[src/rtl/mem_bus_arbiter.sv]
// Two-requester arbiter sharing one memory bus between the fetch and memory stages.
// Data side wins ties, bounded by MAX_SKIP consecutive wins while fetch is waiting.
module mem_bus_arbiter #(
  parameter int unsigned MAX_SKIP = 4
) (
  input  logic        clk,
  input  logic        reset,

  input  logic        i_valid,
  input  logic [63:0] i_addr,
  output logic        i_ok,
  output logic [63:0] i_rdata,

  input  logic        d_valid,
  input  logic        d_write,
  input  logic [63:0] d_addr,
  input  logic [2:0]  d_size,
  input  logic [7:0]  d_strobe,
  input  logic [63:0] d_wdata,
  output logic        d_ok,
  output logic [63:0] d_rdata,

  output logic        bus_valid,
  output logic        bus_write,
  output logic [63:0] bus_addr,
  output logic [2:0]  bus_size,
  output logic [7:0]  bus_strobe,
  output logic [63:0] bus_wdata,
  input  logic        bus_ok,
  input  logic [63:0] bus_rdata
);

  localparam logic [2:0] MSIZE4   = 3'd2;
  localparam logic [2:0] SKIP_LIM = 3'(MAX_SKIP);

  typedef enum logic {IDLE, BUSY} state_t;
  typedef enum logic {OWN_FETCH, OWN_DATA} owner_t;

  state_t      r_state;
  owner_t      r_owner;
  logic [2:0]  r_skip;
  logic        r_bus_write;
  logic [63:0] r_bus_addr;
  logic [2:0]  r_bus_size;
  logic [7:0]  r_bus_strobe;
  logic [63:0] r_bus_wdata;

  state_t      w_state_nxt;
  owner_t      w_owner_nxt;
  logic [2:0]  w_skip_nxt;
  logic        w_load;
  logic        w_pick_data;
  logic        w_i_ok;
  logic        w_d_ok;

  logic        w_nxt_write;
  logic [63:0] w_nxt_addr;
  logic [2:0]  w_nxt_size;
  logic [7:0]  w_nxt_strobe;
  logic [63:0] w_nxt_wdata;

  always_ff @(posedge clk or negedge reset) begin
    if (!reset) begin
      r_state      <= IDLE;
      r_owner      <= OWN_FETCH;
      r_skip       <= 3'd0;
      r_bus_write  <= 1'b0;
      r_bus_addr   <= 64'd0;
      r_bus_size   <= 3'd0;
      r_bus_strobe <= 8'd0;
      r_bus_wdata  <= 64'd0;
    end else begin
      r_state <= w_state_nxt;
      r_owner <= w_owner_nxt;
      r_skip  <= w_skip_nxt;
      if (w_load) begin
        r_bus_write  <= w_nxt_write;
        r_bus_addr   <= w_nxt_addr;
        r_bus_size   <= w_nxt_size;
        r_bus_strobe <= w_nxt_strobe;
        r_bus_wdata  <= w_nxt_wdata;
      end
    end
  end

  always_comb begin
    w_state_nxt = r_state;
    w_owner_nxt = r_owner;
    w_skip_nxt  = r_skip;
    w_load      = 1'b0;
    w_pick_data = 1'b0;
    w_i_ok      = 1'b0;
    w_d_ok      = 1'b0;
    case (r_state)
      IDLE: begin
        // The skip counter never exceeds the limit, so "<" is the same as "!=".
        w_pick_data = d_valid && (!i_valid || (r_skip < SKIP_LIM));
        if (i_valid || d_valid) begin
          w_load      = 1'b1;
          w_state_nxt = BUSY;
          w_owner_nxt = w_pick_data ? OWN_DATA : OWN_FETCH;
        end
        if (i_valid && w_pick_data) begin
          w_skip_nxt = r_skip + 3'd1;
        end else begin
          w_skip_nxt = 3'd0;
        end
      end
      BUSY: begin
        if (bus_ok) begin
          w_state_nxt = IDLE;
          w_i_ok      = (r_owner == OWN_FETCH);
          w_d_ok      = (r_owner == OWN_DATA);
        end
      end
      default: begin
        w_state_nxt = IDLE;
      end
    endcase
  end

  always_comb begin
    if (w_pick_data) begin
      w_nxt_write  = d_write;
      w_nxt_addr   = d_addr;
      w_nxt_size   = d_size;
      w_nxt_strobe = d_strobe;
      w_nxt_wdata  = d_wdata;
    end else begin
      w_nxt_write  = 1'b0;
      w_nxt_addr   = i_addr;
      w_nxt_size   = MSIZE4;
      w_nxt_strobe = 8'd0;
      w_nxt_wdata  = 64'd0;
    end
  end

  assign bus_valid  = (r_state == BUSY);
  assign bus_write  = r_bus_write;
  assign bus_addr   = r_bus_addr;
  assign bus_size   = r_bus_size;
  assign bus_strobe = r_bus_strobe;
  assign bus_wdata  = r_bus_wdata;

  assign i_ok    = w_i_ok;
  assign d_ok    = w_d_ok;
  assign i_rdata = bus_rdata;
  assign d_rdata = bus_rdata;

endmodule

[config.mk]
export PLATFORM = sky130hd
export DESIGN_NAME = mem_bus_arbiter
export DESIGN_NICKNAME = d
export VERILOG_FILES = /design/src/rtl/mem_bus_arbiter.sv
export SDC_FILE = /design/constraint.sdc
export NUM_CORES = 1
export LEC_CHECK = 0
export ABC_AREA = 1
export BUFFER_PORTS_ARGS = -buffer_cell sky130_fd_sc_hd__buf_4
export CAP_MARGIN = 10
export CORE_AREA = 2 2 209 211
export DETAILED_ROUTE_END_ITERATION = 6
export DIE_AREA = 0 0 211 213
export PLACE_DENSITY = 0.39
export RECOVER_POWER = 100
export SYNTH_ARGS = -nofsm -noshare
export SYNTH_HDL_FRONTEND = slang
export SYNTH_SLANG_ARGS = --single-unit
[constraint.sdc]
create_clock -name clk -period 1.7 [get_ports clk]
set_input_delay 0.34 -clock clk [delete_from_list [all_inputs] [get_ports clk]]
set_output_delay 0.34 -clock clk [all_outputs]
set_load 0.02 [all_outputs]
**Word level (Yosys, flattened, before mapping)**

Index checks and enable logic that the tools add are counted.

- Register bits: 145
- Output and inout bits: 271
- Word-level logic and storage cells: 34

- Add/subtract/negate cells: 1
- Order comparisons: 1
- Multiplexer cells: 16
- Bitwise operators: 2
- Reductions and logical operators: 6

Operators by type and width:

| cell | number |
|---|---|
| $mux 64 | 2 |
| $mux 1 | 10 |
| $mux 8 | 1 |
| $mux 3 | 2 |
| $add 3x1->3 const B | 1 |
| $lt 3x3->1 const B | 1 |
| $logic_and 1x1->1 | 2 |
| $logic_or 1x1->1 | 2 |
| $not 1->1 | 2 |
| $pmux 1 s2 | 1 |
| $reduce_and 2->1 | 1 |
| $logic_not 1->1 | 1 |

**Depth between registers and ports, before layout**

Gate-level depths: netlist of run 1.

- Word-level depth: 5
- Depth in mapped cells: 7
- Depth with buffers taken out: 5

**Least setup slack after synthesis of run 1**

No wires, ideal clock.

- Path type: reg-to-reg
- Start: register r_state (netlist: bus_valid)
- End: register r_bus_addr[10] (netlist: bus_addr[10])
- Arrival time: 1.242 ns
- Data required time: 1.583 ns
- Path slack: 0.341 ns
- Cell stages (with the launch flop): 7
- Buffers on the path: 2
- Clock period less this slack: 1.359 ns
- Path through: dfrtp_1 nor2_2 buf_2 buf_2 nand3_1 nand3_1 nand2_1

- Cells in the longest elaborated chain, start to end: 2
- Elaborated cells between the ends (all ways): 3
- Those cells by class: mux (3)

RTL lines:

| item | line | text |
|---|---|---|
| start, declared | 39 | `state_t r_state;` |
| start signal, assigned | 73 | `r_state <= w_state_nxt;` |
| $mux 1 | 94 | `case (r_state)` |
| $mux 64 | 123 | `if (w_pick_data) begin` |
| end signal, assigned | 78 | `r_bus_addr <= w_nxt_addr;` |
| end, declared | 43 | `logic [63:0] r_bus_addr;` |

Parallel ways exist; a longest one is shown, timed or not.
A chain may end at the register's enable or synchronous reset.

**Worst setup path after layout of run 1**

- Start: register r_state (netlist: bus_valid)
- End: register r_bus_addr[46] (netlist: bus_addr[46])

The elaborated chain is that of the path after synthesis.

==> results of run 1 <==
## logic make-up after synthesis
kind of cell,share of synthesized area
and+or+nand+nor,0.303
buffers and inverters,0.224
DFF,0.467
AOI/OAI and AO/OA,0.00435
adders and majority gates,0.00161
## where the power goes
group | switching [µW] | internal (µW)
sequential | 671 | 4610
clock | 1570 | 2450
combinational | 3690 | 1610
total | 5930 | 8670
## state kept, by name, summed over array words and instances (netlist names)
signal      flops
bus_strobe      8
bus_wdata      64
bus_valid       1
bus_write       1
bus_size        3
r_owner         1
bus_addr       64
r_skip          3
## timing repair
| item | CTS | global route |
|---|---|---|
| hold buffers | 1 | 0 |
| hold endpoints to repair | 23 | 0 |
| buffers inserted | 1 | 0 |
| setup endpoints to repair | 2 | 0 |
| gates resized for setup | 1 | 0 |
## metal layers
layer	GRT usage	wire, µm
met2	0.210	13200
met4	0.0687	1090
met3	0.0525	2660
met1	0.148	11900
met5	0	30
## final timing paths
| kind | start | end | slack [ns] |
|---|---|---|---|
| setup / recovery | bus_valid$_DFF_PN0_ | bus_addr[46]$_DFFE_PN0P_ | 0.17 |
| min in group asynchronous | reset | bus_addr[46]$_DFFE_PN0P_ | 0.60 |
| hold reg to reg | bus_strobe[1]$_DFFE_PN0P_ | bus_strobe[1]$_DFFE_PN0P_ | 0.47 |
| max in group asynchronous | reset | bus_wdata[0]$_DFFE_PN0P_ | 0.27 |
| setup reg to reg | bus_valid$_DFF_PN0_ | bus_addr[46]$_DFFE_PN0P_ | 0.17 |
| hold / removal | bus_ok | bus_valid$_DFF_PN0_ | 0.11 |
## metrics by stage
stage | cells | utilization | area, µm²
after floorplan | 1031 | - | 7770
after global placement | 1774 | 0.242 | 10300
after detailed placement | 1774 | 0.242 | 10300
after CTS | 1808 | 0.256 | 10900
after global routing | 1808 | 0.243 | 10400
final | 1808 | 0.243 | 10400
## final cells by class
class | count | area share
sequential | 145 | 0.350
clock buffer | 22 | 0.0467
clock inverter | 10 | 0.0127
inverter | 134 | 0.0485
tap | 546 | 0.0658
timing repair buffer | 386 | 0.242
multi-input combinational | 565 | 0.235
## synthesized netlist by cell type
library cell	instances	area share
ha_1	1	0.0016
nand3b_1	1	0.00097
buf_2	39	0.025
inv_2	2	0.00097
buf_1	4	0.0019
nor2_1	5	0.0024
dfrtp_1	145	0.47
o21ai_0	5	0.0032
nand3_1	204	0.13
clkbuf_1	15	0.0072
o21ai_2	1	0.0011
nand2_1	347	0.17
buf_4	129	0.12
nor2_2	1	0.00081
inv_1	132	0.064
==> results.md, run 1 <==
- Critical path arrival: 1.92 ns
- Setup WS post-layout: 0.166 ns
- Area of the multi-input gates: 2430 µm²
- GPL Wtd Cong: about 0.76
- Global-route wire length before repair: around 44000 µm
- Filler cells: approximately 4900
- Fin crit period: about 1.5 ns
- Pin count of the biggest net entering global routing: 81
- Layout Nets: 1523
- Drc violations: 0
- PwrDens: around 1400 nW/µm²
- Dpl ws: ~0.22 ns
- Ys Warns: 0
- Syn_area_per_cell: 7.54 µm²
- Initial Utilization: 0.182
- Vias in the first global route: roughly 7500
- Starting DRT DRC Count: 334
- Congestion Overflow GR: 0
- Seq cells post-synth: 145
- Leak Pwr: roughly 0.0057 µW
- Register clock-pin slew on the reported worst setup and hold paths: approximately 0.06 ns
- Top delay family on crit path: buffers and inverters
- CTS buffer count: 17
- Clk_skew: 0.00805 ns
- CTS Buffer Depth: 2
- CORE AREA: 42700 µm²
- Rel. slew slack: 0.337
- Synthesized area: 7770 µm²
- Slowest-stage cell, CP: dfrtp_2
- Endpoints failing setup: 0
- DR vias: just over 7000
- Register area share after synthesis: 0.467
- CP bufs+invs: 5
- Critical path's largest stage delay: a little under 0.4 ns
- Final Hold Fails: 0
- Max cap viols: 0
- Critical path type: flop to flop
- Final Max Slew Viols: 0
- First-pass detailed-route iteration total: 5
- Initial antenna violation count: 2
- Worst r2r path cells: 8
- # diodes: 0
- Row Count: 76
- Crit path max fanout: between 40 and 50
- Most frequent cells in the layout: 346 x nand2_1, 222 x buf_4, 203 x nand3_1, 144 x dfrtp_1, 144 x clkbuf_1
- Post-synthesis cell count: ~1000
- Maximum vdd drop: 482 µV
- Reg area: 3630 µm²
- CP endpoint kind: flop
- Die W: between 200 and 250 µm
- Max Clk Rate: roughly 650 MHz
- DRT antenna net count: 0
- Final TNS setup: 0 ns
- Root Driver: clkbuf_16
- CTS tree: yes
- Worst EP required: 2.08 ns
- CP Depth: 8
- # port buffers: between 300 and 400
- Full die area: 44900 µm²
- Synth unique cells: 15
- Vias/cell: 3.95
- Drt wl/cell: 15.9 µm
- Most numerous cell on the critical path: buf_4
- Worst-Margin Slew: 0.994 ns
- Final period util: 0.902
- H-tree depth: 4
- Wirelength, routed: 28800 µm
- Crit start category: flop
- Io pins: around 540
- Critical-path cell list: buf_4 > inv_2 > o21ai_4 > inv_1 > buf_12 > buf_4 > nand3_1 > nand2_1
- Status: completed
- Post-Syn Nets: 1305
- Tot Pwr: 14600 µW
- P&R area growth vs syn: 33.5%
- CTS Sinks: 145
- Share of layout cells above drive strength 1: 0.221
- Detailed Place HPWL: 21200 µm
- RSZ-0062 raised after global routing: false
- Hold_ws: ~0.11 ns
- Commonest non-fill, non-tap cell in the layout: nand2_1
- Total track usage: 0.130
- Worst-skew pair later-pin latency: 0.45 ns
- DIE HEIGHT: between 200 and 250 µm
- Worst hold path depth: 2
- Worst min path class: primary input to flop
Power figures use the tool's default switching activity.
==> run 2, diff against run 1 <==
==> constraint.sdc (replaced) <==
create_clock -name clk -period 1.7 [get_ports clk]
set_input_delay 0.34 -clock clk [delete_from_list [all_inputs] [get_ports clk]]
set_output_delay 0.34 -clock clk [all_outputs]
set_load 0.05 [all_outputs]
==> run 2 against run 1 <==
Critical path depth down 5. Highest routed layer unchanged. Critical endpoint is now d_ok. Sequential share of layout area down 0.61 points. Count of clock-buffer cells in the layout unchanged. Largest power group unchanged. Cell count unchanged. Hold slack worse by 0.0016 ns. Worst setup slack worse by 0.040 ns. Global-route usage unchanged.
==> results.md, run 2 (synthesis results as in run 1) <==
- P_int: 8960 µW (+3.4%)
- PwrDens: 1670 nW/µm² (+18%)
- Global-route wire length before repair: 43700 µm (unchanged)
- Final Non-Filler Cells: 1808 (unchanged)
- Part of the power in combinational logic: 0.470 (+0.107)
- GPL Wtd Cong: 0.758 (unchanged)
- CTS buffer count: 17 (unchanged)
- Crit path max fanout: 2 (-96%)
- Pin count of the biggest net entering global routing: 81 (unchanged)
- Total track usage: 0.130 (unchanged)
- Reg power frac: 0.301 (-0.061)
- Critical path type: flop to output port
- Leak Pwr: 0.00615 µW (+7.7%)
- Commonest non-fill, non-tap cell in the layout: nand2_1
- Filler cells: 4793 (-1.6%)
- CORE AREA: 42700 µm² (unchanged)
- Full die area: 44900 µm² (unchanged)
- Area of the multi-input gates: 2440 µm² (+0.21%)
- Initial Utilization: 0.182 (unchanged)
- Drt wl/cell: 15.9 µm (-0.43%)
- Rel. slew slack: 0.336 (-0.00117)
- CTS Sinks: 145 (unchanged)
- # placed instances: 1774 (unchanged)
- Io pins: 544 (unchanged)
- Wirelength, routed: 28700 µm (-0.43%)
- Top delay family on crit path: flip-flops
- Vias in the first global route: 7454 (unchanged)
- Crit start category: flop
- Final period util: 0.926 (+0.0233)
- CTS tree: yes
- CTS Buffer Depth: 2 (unchanged)
- Maximum vdd drop: 657 µV (+36%)
- Max cap viols: 0 (unchanged)
- Max Clk Rate: 635 MHz (-2.5%)
- Register clock-pin slew on the reported worst setup and hold paths: 0.06 ns (about the same)
- DIE HEIGHT: 213 µm (unchanged)
- Worst EP required: 1.36 ns (-0.72 ns)
- Row Count: 76 (unchanged)
- Worst-Margin Slew: 0.996 ns (+0.00175 ns)
- Final Max Slew Viols: 0 (unchanged)
- DR vias: 7119 (-0.43%)
- Switching share of power: 0.490 (+0.0842)
- Worst-skew pair later-pin latency: 0.45 ns (about the same)
- P_sw: 8620 µW (+45%)
- Clk_skew: 0.00951 ns (+0.00146 ns)
- Reg area: 3630 µm² (unchanged)
- Fin util: 0.247 (+0.00434)
- CP endpoint kind: output port
- # port buffers: 351 (unchanged)
- Reg2reg setup slack: 0.17 ns (about the same)
- Root Driver: clkbuf_16
- Fin crit period: 1.57 ns (+0.0396 ns)
- Clk pwr share: 0.229 (-0.046)
- Final Hold Fails: 0 (unchanged)
- First-pass detailed-route iteration total: 6 (+1)
- DRT antenna net count: 0 (unchanged)
- P&R area growth vs syn: 35.9%
- Share of layout cells above drive strength 1: 0.334 (+0.113)
- Most frequent cells in the layout: 346 x nand2_1, 222 x buf_4, 203 x nand3_1, 144 x dfrtp_1, 144 x clkbuf_2
- RSZ-0062 raised after global routing: false
- Critical path arrival: 1.23 ns (-0.69 ns)
- Critical path's largest stage delay: 0.36 ns (-0.03 ns)
- Vias/cell: 3.94 (-0.43%)
- Drc violations: 0 (unchanged)
- Die W: 211 µm (unchanged)
- Initial antenna violation count: 2 (unchanged)
- Starting DRT DRC Count: 351 (+5.1%)
- H-tree depth: 4 (unchanged)
- Slowest-stage cell, CP: dfrtp_1
- Hold_ws: 0.105 ns (-0.00162 ns)
- CP bufs+invs: 2 (-3)
- Congestion Overflow GR: 0 (unchanged)
- Detailed Place HPWL: 21200 µm (unchanged)
- # diodes: 0 (unchanged)
- Layout Nets: 1523 (unchanged)
- Endpoints failing setup: 0 (unchanged)
- Status: completed
- Critical-path cell list: inv_1 > nor2_2 > clkbuf_4
- Worst min path class: primary input to flop
## run 2: cell type report
class,instances,share of cell area
flip-flops and latches,145,0.344
repair buffers,386,0.255
well taps,546,0.0647
clock inverters,10,0.0124
inverters,134,0.0476
multi-input cells,565,0.231
clock buffers,22,0.0459
## run 2: worst reg2reg max path, stage by stage, from the launching register on
cell and delay [ns]:
dfrtp_2 0.39, buf_4 0.16, inv_2 0.11, o21ai_4 0.09, inv_1 0.10, buf_12 0.28
buf_4 0.20, nand3_1 0.08, nand2_1 0.06
## run 2: routing by layer
layer / GRT usage / part of all wire / vias to the layer above
li1: - / - / 3470
met1: 0.148 / 0.41 / 3231
met2: 0.210 / 0.46 / 338
met3: 0.0525 / 0.091 / 76
met4: 0.0687 / 0.039 / 4
met5: 0 / 0.0010 / -
## run 2: power groups by stage
stage	registers, µW	clock network, µW	logic (µW)
2_1_floorplan	9320	0	2540
3_3_place_gp	5370	0	9140
3_5_place_dp	5360	0	9140
4_1_cts	5330	4190	9160
5_1_grt	5440	4320	8880
6_report	5290	4020	8270
## run 2: timing repair
action / 4_1_cts / 5_1_grt
buffers inserted: 1 / 0
setup endpoints to repair: 2 / 0
gates resized for setup: 5 / 0
hold buffers: 1 / 0
endpoints found under the hold margin: 23 / 0
## run 2: per-stage QoR
| stage | setup TNS (ns) | setup slack, ns | instance area [µm²] | total power (µW) |
|---|---|---|---|---|
| floorplan | -0.306 | -0.153 | 7770 | 11900 |
| global placement | 0 | 0.227 | 10300 | 14500 |
| detailed placement | 0 | 0.222 | 10300 | 14500 |
| CTS | 0 | 0.101 | 11000 | 18700 |
| global route | 0 | 0.0489 | 10600 | 18600 |
| finish | 0 | 0.126 | 10600 | 17600 |
## run 2: worst paths after layout
| kind | start | to | depth (start not counted) |
|---|---|---|---|
| min in group asynchronous | reset | bus_addr[57]$_DFFE_PN0P_ | 2 |
| hold reg to reg | bus_strobe[1]$_DFFE_PN0P_ | bus_strobe[1]$_DFFE_PN0P_ | 2 |
| setup reg to reg | bus_valid$_DFF_PN0_ | bus_addr[46]$_DFFE_PN0P_ | 8 |
| max in group asynchronous | reset | bus_wdata[0]$_DFFE_PN0P_ | 3 |
| setup / recovery | r_owner$_DFFE_PN0P_ | d_ok | 3 |
| hold / removal | bus_ok | bus_valid$_DFF_PN0_ | 2 |
